## config.mk

```make
export PLATFORM = sky130hd
export DESIGN_NAME = priv_trap_sequencer
export DESIGN_NICKNAME = d
export VERILOG_FILES = /design/src/rtl/priv_isa_types_pkg.sv /design/src/rtl/trap_prio_enc.sv /design/src/rtl/priv_trap_sequencer.sv
export SDC_FILE = /design/constraint.sdc
export NUM_CORES = 1
export LEC_CHECK = 0
export CAP_MARGIN = 20
export CORE_AREA = 2 2 148 150
export CTS_BUF_LIST = sky130_fd_sc_hd__clkbuf_16
export CTS_CLUSTER_DIAMETER = 30
export DETAILED_ROUTE_END_ITERATION = 8
export DIE_AREA = 0 0 150 152
export GPL_ROUTABILITY_DRIVEN = 0
export GPL_TIMING_DRIVEN = 0
export PLACE_DENSITY = 0.72
export SYNTH_ARGS = -nofsm -noshare
export SYNTH_HDL_FRONTEND = slang
export SYNTH_HIERARCHICAL = 1
export SYNTH_SLANG_ARGS = --single-unit
```

## constraint.sdc

```tcl
create_clock -name CLK -period 4.85 [get_ports CLK]
set_clock_uncertainty 0.05 [all_clocks]
set_input_delay 1.2125 -clock CLK [delete_from_list [all_inputs] [get_ports CLK]]
set_output_delay 1.2125 -clock CLK [all_outputs]
set_load 0.01 [all_outputs]
```

## src/rtl/priv_isa_types_pkg.sv

```systemverilog
// priv_isa_types_pkg: trap source bit indices, cause codes, FSM states.
// Shared by trap_prio_enc and priv_trap_sequencer.
package priv_isa_types_pkg;

  localparam int unsigned N_EXC = 14;

  typedef enum int unsigned {
    SRC_INSN_MISALIGN  = 0,
    SRC_INSN_FAULT     = 1,
    SRC_ILLEGAL        = 2,
    SRC_BREAKPOINT     = 3,
    SRC_LOAD_MISALIGN  = 4,
    SRC_LOAD_FAULT     = 5,
    SRC_STORE_MISALIGN = 6,
    SRC_STORE_FAULT    = 7,
    SRC_ECALL_U        = 8,
    SRC_ECALL_S        = 9,
    SRC_ECALL_M        = 10,
    SRC_INSN_PF        = 11,
    SRC_LOAD_PF        = 12,
    SRC_STORE_PF       = 13
  } trap_src_t;

  localparam logic [4:0] CAUSE_INSN_MISALIGN  = 5'd0;
  localparam logic [4:0] CAUSE_INSN_FAULT     = 5'd1;
  localparam logic [4:0] CAUSE_ILLEGAL        = 5'd2;
  localparam logic [4:0] CAUSE_BREAKPOINT     = 5'd3;
  localparam logic [4:0] CAUSE_LOAD_MISALIGN  = 5'd4;
  localparam logic [4:0] CAUSE_LOAD_FAULT     = 5'd5;
  localparam logic [4:0] CAUSE_STORE_MISALIGN = 5'd6;
  localparam logic [4:0] CAUSE_STORE_FAULT    = 5'd7;
  localparam logic [4:0] CAUSE_ECALL_U        = 5'd8;
  localparam logic [4:0] CAUSE_ECALL_S        = 5'd9;
  localparam logic [4:0] CAUSE_ECALL_M        = 5'd11;
  localparam logic [4:0] CAUSE_INSN_PF        = 5'd12;
  localparam logic [4:0] CAUSE_LOAD_PF        = 5'd13;
  localparam logic [4:0] CAUSE_STORE_PF       = 5'd15;

  localparam logic [4:0] CAUSE_M_SOFT  = 5'd3;
  localparam logic [4:0] CAUSE_M_TIMER = 5'd7;
  localparam logic [4:0] CAUSE_M_EXT   = 5'd11;

  // irq_pend / irq_en bit positions: {ext, soft, timer}
  localparam int unsigned IRQ_TIMER = 0;
  localparam int unsigned IRQ_SOFT  = 1;
  localparam int unsigned IRQ_EXT   = 2;

  typedef enum logic [1:0] {
    IDLE,
    DRAIN,
    COMMIT,
    REDIRECT
  } trap_state_t;

  function automatic logic is_ecall(input logic [4:0] code);
    return (code == CAUSE_ECALL_U) ||
           (code == CAUSE_ECALL_S) ||
           (code == CAUSE_ECALL_M);
  endfunction

endpackage

```

## src/rtl/trap_prio_enc.sv

```systemverilog
// trap_prio_enc: fixed-priority trap encoder, exceptions before interrupts.
// In: exc_flags, gated irq_act {ext,soft,timer}. Out: valid, irq, code.
module trap_prio_enc
  import priv_isa_types_pkg::*;
(
  input  logic [N_EXC-1:0] exc_flags,
  input  logic [2:0]       irq_act,
  output logic             valid,
  output logic             irq,
  output logic [4:0]       code
);

  always_comb begin
    valid = 1'b1;
    irq   = 1'b0;
    code  = 5'd0;
    priority case (1'b1)
      exc_flags[SRC_BREAKPOINT]:     code = CAUSE_BREAKPOINT;
      exc_flags[SRC_INSN_PF]:        code = CAUSE_INSN_PF;
      exc_flags[SRC_INSN_FAULT]:     code = CAUSE_INSN_FAULT;
      exc_flags[SRC_ILLEGAL]:        code = CAUSE_ILLEGAL;
      exc_flags[SRC_INSN_MISALIGN]:  code = CAUSE_INSN_MISALIGN;
      exc_flags[SRC_ECALL_M]:        code = CAUSE_ECALL_M;
      exc_flags[SRC_ECALL_S]:        code = CAUSE_ECALL_S;
      exc_flags[SRC_ECALL_U]:        code = CAUSE_ECALL_U;
      exc_flags[SRC_LOAD_MISALIGN]:  code = CAUSE_LOAD_MISALIGN;
      exc_flags[SRC_STORE_MISALIGN]: code = CAUSE_STORE_MISALIGN;
      exc_flags[SRC_LOAD_PF]:        code = CAUSE_LOAD_PF;
      exc_flags[SRC_STORE_PF]:       code = CAUSE_STORE_PF;
      exc_flags[SRC_LOAD_FAULT]:     code = CAUSE_LOAD_FAULT;
      exc_flags[SRC_STORE_FAULT]:    code = CAUSE_STORE_FAULT;
      irq_act[IRQ_EXT]: begin
        irq  = 1'b1;
        code = CAUSE_M_EXT;
      end
      irq_act[IRQ_SOFT]: begin
        irq  = 1'b1;
        code = CAUSE_M_SOFT;
      end
      irq_act[IRQ_TIMER]: begin
        irq  = 1'b1;
        code = CAUSE_M_TIMER;
      end
      default: valid = 1'b0;
    endcase
  end

endmodule

```

## src/rtl/priv_trap_sequencer.sv

```systemverilog
// priv_trap_sequencer: latch trap/xRET, drain, commit CSRs, redirect fetch.
// Out: trap_commit+cause/tval/epc, insert_pc+priv_pc, intr. Option: VECTORED_INTR_EN
module priv_trap_sequencer
  import priv_isa_types_pkg::*;
#(
  parameter int unsigned DRAIN_MAX = 15
) (
  input  logic        CLK,
  input  logic        nRST,
  input  logic [13:0] exc_flags,
  input  logic [2:0]  irq_pend,
  input  logic [2:0]  irq_en,
  input  logic        mie_global,
  input  logic        mret,
  input  logic        sret,
  input  logic        pipe_clear,
  input  logic [31:0] epc,
  input  logic [31:0] badaddr,
  input  logic [31:0] xtvec,
  input  logic [31:0] xepc_r,
  output logic        insert_pc,
  output logic [31:0] priv_pc,
  output logic        intr,
  output logic        trap_commit,
  output logic [31:0] cause_o,
  output logic [31:0] tval_o,
  output logic [31:0] epc_o,
  output logic        drain_timeout
);

  logic [2:0]  irq_act;
  logic        enc_valid;
  logic        enc_irq;
  logic [4:0]  enc_code;
  logic        req;
  trap_state_t state;
  logic [3:0]  cnt;
  logic [3:0]  cnt_inc;
  logic        timeout_hit;
  logic        trap_l;
  logic        irq_l;
  logic [4:0]  code_l;
  logic [31:0] epc_l;
  logic [31:0] tval_l;
  logic [31:0] base;
  logic [31:0] vec_pc;

  assign irq_act = irq_pend & irq_en & {3{mie_global}};
  assign req     = enc_valid | mret | sret;

  trap_prio_enc u_enc (
    .exc_flags (exc_flags),
    .irq_act   (irq_act),
    .valid     (enc_valid),
    .irq       (enc_irq),
    .code      (enc_code)
  );

  assign cnt_inc     = (cnt == 4'hF) ? cnt : cnt + 4'd1;
  assign timeout_hit = 32'(cnt_inc) >= DRAIN_MAX;

  assign base = {xtvec[31:2], 2'b00};
`ifdef VECTORED_INTR_EN
  assign vec_pc = (irq_l && xtvec[1:0] == 2'b01)
                ? base + {25'd0, code_l, 2'b00}
                : base;
`else
  logic [1:0] unused_mode;
  assign unused_mode = xtvec[1:0];
  assign vec_pc      = base;
`endif

  always_ff @(posedge CLK or negedge nRST) begin
    if (!nRST) begin
      state         <= IDLE;
      cnt           <= '0;
      trap_l        <= 1'b0;
      irq_l         <= 1'b0;
      code_l        <= '0;
      epc_l         <= '0;
      tval_l        <= '0;
      insert_pc     <= 1'b0;
      priv_pc       <= '0;
      intr          <= 1'b0;
      trap_commit   <= 1'b0;
      cause_o       <= '0;
      tval_o        <= '0;
      epc_o         <= '0;
      drain_timeout <= 1'b0;
    end else begin
      trap_commit <= 1'b0;
      insert_pc   <= 1'b0;
      unique case (state)
        IDLE: begin
          if (req) begin
            state  <= DRAIN;
            cnt    <= '0;
            trap_l <= enc_valid;
            intr   <= enc_valid;
            irq_l  <= enc_irq;
            code_l <= enc_code;
            epc_l  <= epc;
            // interrupts and ecalls carry no faulting address
            tval_l <= (enc_valid && !enc_irq && !is_ecall(enc_code))
                    ? badaddr : '0;
          end
        end
        DRAIN: begin
          cnt <= cnt_inc;
          if (pipe_clear || timeout_hit) begin
            state <= COMMIT;
            if (!pipe_clear) drain_timeout <= 1'b1;
            if (trap_l) begin
              trap_commit <= 1'b1;
              cause_o     <= {irq_l, 26'd0, code_l};
              tval_o      <= tval_l;
              epc_o       <= epc_l;
            end
          end
        end
        COMMIT: begin
          state     <= REDIRECT;
          insert_pc <= 1'b1;
          priv_pc   <= trap_l ? vec_pc : xepc_r;
        end
        REDIRECT: begin
          state <= IDLE;
          intr  <= 1'b0;
        end
      endcase
    end
  end

endmodule

```

==> run metrics, run 1 <==
total CTS buffers 17; synthesized area per cell 10.4 um^2; Die Area 22800 um^2; YS warnings 6; # resized after CTS 0; Worst Hold Path EP drain_timeout; Final HPWL DP 17400 um; hold path cells 1; register area share after synthesis 53.6%; Yosys top cell by area dfrtp_1; count of nets after finishing 1286; Rows 54; Lkg Pwr 5.21 nW; Reg2Reg Depth 6; Worst-Margin Slew 1020 ps; post-route ant nets 0; unrepaired setup endpoints after global routing no; Total Power 7.23 mW; WS Path Type in2reg; area grow syn2layout 42.2%; vias in the first global route 7221; Hold-fix buffers, CTS 0; Remaining Overflow, GRT 0; Die W 150 um; clock sink count 183; Initial Utilization 40.0%; DRT Pass-1 Iters 5; final setup vio count 0; FF-to-FF End epc_o[21]; CTS tree yes; Max-cap violations 0; minimum clock period 4020 ps; DR DRC count 0; flops & latches, synth 183; total wire length 23800 um; Worst VDD drop 0.273 mV; DRT iter0 DRCs 414; CTS root buffer clkbuf_16; ANT cells 0; count of pins over their slew limit 0; GRT Util Overall 21.2%; clk_lat worst skew 440 ps; layout cells sized above 1 10.3%; distinct cell type count after synthesis 52; Hold Path Class reg2reg; worst path arrival time 4250 ps; Inst Count DP 1387; mapped cell area 8540 um^2; non-filler cells, final 1419; CP startpoint kind input port; via/cell ratio 5.06; final period utilization 82.9%; Area contributors post-synth dfrtp_1, o211ai_1, o31ai_1, o22ai_2, mux2i_1; setup bufs post-CTS 0; internal reg-to-reg setup slack 2240 ps; Buffers on Ports 257; wire per inst 16.8 um; largest net degree at the start of global routing 110; WHS 430 ps; Cell Area, Placed 11600 um^2; fmax 249 MHz; PD cells 595 nW/um^2; Reg-to-Reg Start cnt[0]; initial antenna violation count 0; global-route wire length before repair 38100 um; ys async rst share 100%; max_slew headroom 31.8%; Clock Path Buffers 2; Worst-path clk slew 70 ps; CTS H-Tree Depth 4; CORE AREA 21400 um^2; endpoints failing hold 0; Critical Path Sink Type flop; Post-Syn Instances 824; Post-Layout Inst Area 12100 um^2; via count 7177; Top Ports 286; Die Y 152 um; worst-path fanout max 10; Core Util, Final 56.9%; Hold Crit Start drain_timeout; CP required 5080 ps; post-synth top area share 53.6%; most used flip-flop cell after synthesis dfrtp_1; number of enable flip-flop cells after synthesis 0; run status finished, final reports clean
## how the worst max path moves through the flow
| stage | from | end | slack, ps |
|---|---|---|---|
| after global routing | irq_pend[0] | tval_l[4] | 740 |
| after detailed placement | irq_pend[0] | tval_l[4] | 390 |
| final | irq_pend[0] | tval_l[4] | 830 |
| after floorplan | irq_pend[0] | tval_l[10] | 1170 |
| after global placement | nRST | priv_pc[13] | -5090 |
| after CTS | irq_pend[0] | tval_l[4] | 840 |
## cells in the mapped netlist, types with 3 or more instances
library cell    n
nand2b_1        3
mux2i_1        31
buf_4          27
o21ai_0         5
dfrtp_1       183
nand4_1         3
and3_1          4
ha_1            6
inv_1          79
o21ai_1        38
a22o_1          3
clkbuf_1       45
nor2_1         43
a21oi_1        36
buf_6          11
o31ai_1        71
nand2_1        79
o22ai_2        30
buf_2           9
o211ai_1       71
nor3_1          7
## power breakdown
part,switching (mW),leakage [nW],internal (mW),total (mW)
combinational,1.69,2.70,1.65,3.34
sequential,0.334,2.24,2.24,2.58
clock,0.608,0.268,0.709,1.32
## logic make-up (layout without fill, tap and decap cells)
kind of cell / after synthesis / in the layout / synth area share (%)
adder cells (fa/ha/maj): 6 / 6 / 0.879
AND/OR/NAND/NOR: 157 / 157 / 8.24
other: 2 / 27 / 0.0880
AO/OA/AOI/OAI: 269 / 269 / 23.3
XOR/XNOR: 1 / 1 / 0.103
buffers and inverters: 173 / 463 / 9.89
multiplexers: 33 / 33 / 3.90
flip-flops: 183 / 183 / 53.6
## routing by layer
layer | routed length (um) | GRT usage [%]
met3 | 1720 | 5.14
met2 | 11500 | 34.9
met5 | 0 | 0
met4 | 621 | 7.46
met1 | 9940 | 27.3
## sequential cells by signal, indices dropped and copies added (netlist names)
signal	cells
trap_l	1
irq_l	1
epc_o	32
drain_timeout	1
trap_commit	1
cause_o	6
priv_pc	32
code_l	5
insert_pc	1
intr	1
state	2
tval_o	32
tval_l	32
epc_l	32
cnt	4
## worst max-delay path, cell delays in order
cell	delay (ps)
clkdlybuf4s50_1	470
and3_1	260
or3_1	400
or4_4	590
or4b_4	600
and2_4	210
buf_6	170
buf_6	150
nand2_1	100
o22ai_2	60
## final cells by class
cell class,count,area (um^2)
clock buffer,17,425
sequential,183,4580
fill,1895,9210
timing repair buffer,258,2610
buffer,94,548
inverter,79,297
multi-input combinational,493,3210
clock inverter,15,129
tap,280,350
## placed cells by master (no fill, tap or decap), drive strengths merged, types with 2 or more instances in the layout
cell           count
or3                2
clkinv             6
nor4               2
nand2             80
and3               4
nor3               7
o21ai             43
mux2               2
a211oi             2
mux2i             31
clkbuf            62
ha                 6
conb              27
o211ai            71
nor2              43
o22ai             32
clkdlybuf4s50    256
nand4              3
and2               2
nand2b             3
dfrtp            183
clkinvlp           3
a21oi             36
buf               51
a22o               3
nor3b              2
nand3              2
nand3b             2
inv               84
o31ai             71
## through the flow
step,TNS (ps),setup slack [ps]
after floorplan,0,1170
after global placement,-927990,-5090
after detailed placement,0,390
after CTS,0,843
after global routing,0,744
final,0,827
Power figures use the tool's default switching activity.
==> run 2, diff against run 1 <==
--- a/config.mk
+++ b/config.mk
@@ -13,7 +13,7 @@
 export DIE_AREA = 0 0 150 152
 export GPL_ROUTABILITY_DRIVEN = 0
 export GPL_TIMING_DRIVEN = 0
-export PLACE_DENSITY = 0.72
+export PLACE_DENSITY = 0.75
 export SYNTH_ARGS = -nofsm -noshare
 export SYNTH_HDL_FRONTEND = slang
 export SYNTH_HIERARCHICAL = 1
==> constraint.sdc (replaced) <==
create_clock -name CLK -period 3.61 [get_ports CLK]
set_clock_uncertainty 0.05 [all_clocks]
set_input_delay 0.9025 -clock CLK [delete_from_list [all_inputs] [get_ports CLK]]
set_output_delay 0.9025 -clock CLK [all_outputs]
set_load 0.01 [all_outputs]
==> run 2 against run 1 <==
  * Sequential power is 34% higher
  * Largest cell class unchanged
  * Power increased by 35%
  * Sequential share of layout area about the same
  * Critical path type unchanged
==> run metrics, run 2 (synthesis results as in run 1) <==
CTS root buffer clkbuf_16; most common cell after layout, fill and taps aside clkdlybuf4s50_1; Most common cell on crit path buf_6; CP max stage cell or4_4; CP startpoint kind input port; DRT iter0 DRCs 377 (-8.9%); wire per inst 16.8 um (+0.15%); Die Y 152 um (unchanged); run status finished, final reports clean; final setup vio count 0 (unchanged); met1 WL 9960 um (+0.15%); Die W 150 um (unchanged); Worst-path clk slew 70 ps (about the same); unrepaired setup endpoints after global routing no; total CTS buffers 17 (unchanged); clk_lat worst skew 430 ps (about the same); layout cells sized above 1 10.7% (+0.45 points); post-route ant nets 0 (unchanged); count of nets after finishing 1286 (unchanged); Worst VDD drop 0.457 mV (+68%); Worst-Margin Slew 1070 ps (+44.5 ps); worst-path fanout max 10 (unchanged); vias in the first global route 7111 (-1.5%); WS Path Type in2reg; Clock Path Buffers 2 (unchanged); via/cell ratio 5.06 (about the same); met3 routed wirelength 1890 um (+10%); clock sink count 183 (unchanged); minimum clock period 3500 ps; Lkg Pwr 5.22 nW (+0.28%); GRT Util Overall 20.9% (-0.34 points); max_slew headroom 28.8% (-3.0 points); DR DRC count 0 (unchanged); Crit path max-delay family simple AND/OR/NAND/NOR gates; largest net degree at the start of global routing 111 (+0.91%); ANT cells 0 (unchanged); fmax 286 MHz; PD cells 801 nW/um^2 (+34%); via count 7171 (-0.084%); Rows 54 (unchanged); final period utilization 96.9%; Total Power 9.73 mW (+35%); WHS 358 ps (-72.2 ps); area grow syn2layout 42.4%; Remaining Overflow, GRT 0 (unchanged); DRT Pass-1 Iters 5 (unchanged); CP bufs+invs 3 (unchanged); CTS tree yes; worst path arrival time 3750 ps (-500 ps); CP required 3860 ps (-1220 ps); Hold Path Class in2async; DR top layer met4; total wire length 23800 um (about the same); Max-cap violations 0 (unchanged); CTS H-Tree Depth 4 (unchanged); Max stage delay on crit path 590 ps (about the same); setup bufs post-CTS 0 (unchanged); endpoints failing hold 0 (unchanged); Die Area 22800 um^2 (unchanged); most frequent cells in the layout clkdlybuf4s50_1, dfrtp_1, inv_1; count of pins over their slew limit 0 (unchanged); worst-path cell chain clkdlybuf4s50_1 -> and3_4 -> or3_1 -> or4_4 -> or4b_4 -> and2_4 -> buf_6 -> buf_6 -> nand2_1 -> o22ai_2; global-route wire length before repair 37600 um (-1.3%); CORE AREA 21400 um^2 (unchanged); Top Ports 286 (unchanged); Buffers on Ports 257 (unchanged); initial antenna violation count 0 (unchanged); Initial Utilization 40.0% (unchanged); Critical Path Sink Type flop; DR WL met2 11400 um (-0.48%); Final HPWL DP 17300 um (-0.94%)
==> run 2: cell count changes in the layout (fill, tap and decap cells not counted), sizes merged <==
| cell | change |
|---|---|
| dlymetal6s2s | +1 |
| clkdlybuf4s50 | -1 |
| clkinv | -1 |
==> run 2: worst paths after layout <==
| path | cells past startpoint | start | slack (ps) | end |
|---|---|---|---|---|
| setup / recovery | 10 | irq_pend[0] | 110 | tval_l[3] |
| hold / removal | 1 | nRST | 360 | epc_l[0] |
| setup reg to reg | 6 | cnt[0] | 940 | cause_o[4] |
| hold reg to reg | 1 | drain_timeout | 430 | drain_timeout |
| max in group asynchronous | 2 | nRST | 2190 | priv_pc[10] |
| min in group CLK | 1 | drain_timeout | 430 | drain_timeout |
==> run 2: through the flow <==
stage	TNS, ps	worst slack, ps	area [um^2]	utilization [%]	instances
after floorplan	0	244	8630	-	849
after global placement	-1129430	-5990	11600	54.1	1386
after detailed placement	-37350	-569	11600	54.3	1387
after CTS	0	4.61	12100	56.9	1418
after global routing	0	44.6	12200	56.9	1418
final	0	113	12200	56.9	1418
==> run 2: area by class of cell <==
type                       count  area, um^2
timing repair buffer         258        2610
buffer                        94         552
tap                          280         350
inverter                      79         297
clock buffer                  17         425
fill                        1915        9200
clock inverter                14         125
multi-input combinational    493        3220
sequential                   183        4580
==> run 2: where the power goes <==
part	leakage [nW]	switching, mW	total, mW	internal [mW]
logic	2.72	2.28	4.50	2.22
clock network	0.267	0.821	1.77	0.951
registers	2.24	0.450	3.46	3.01
==> run 2: layer usage <==
| metal | vias up | global-route usage [%] |
|---|---|---|
| met4 | 0 | 6.83 |
| met2 | 256 | 34.1 |
| met1 | 3420 | 27.5 |
| met5 | - | 0 |
| met3 | 33 | 4.89 |
| li1 | 3462 | - |
==> run 2: what timing repair did <==
action,in CTS,in global routing
gates resized for setup,4,4
endpoints found under the setup margin,70,66
hold buffers,0,0
pin swaps,1,0
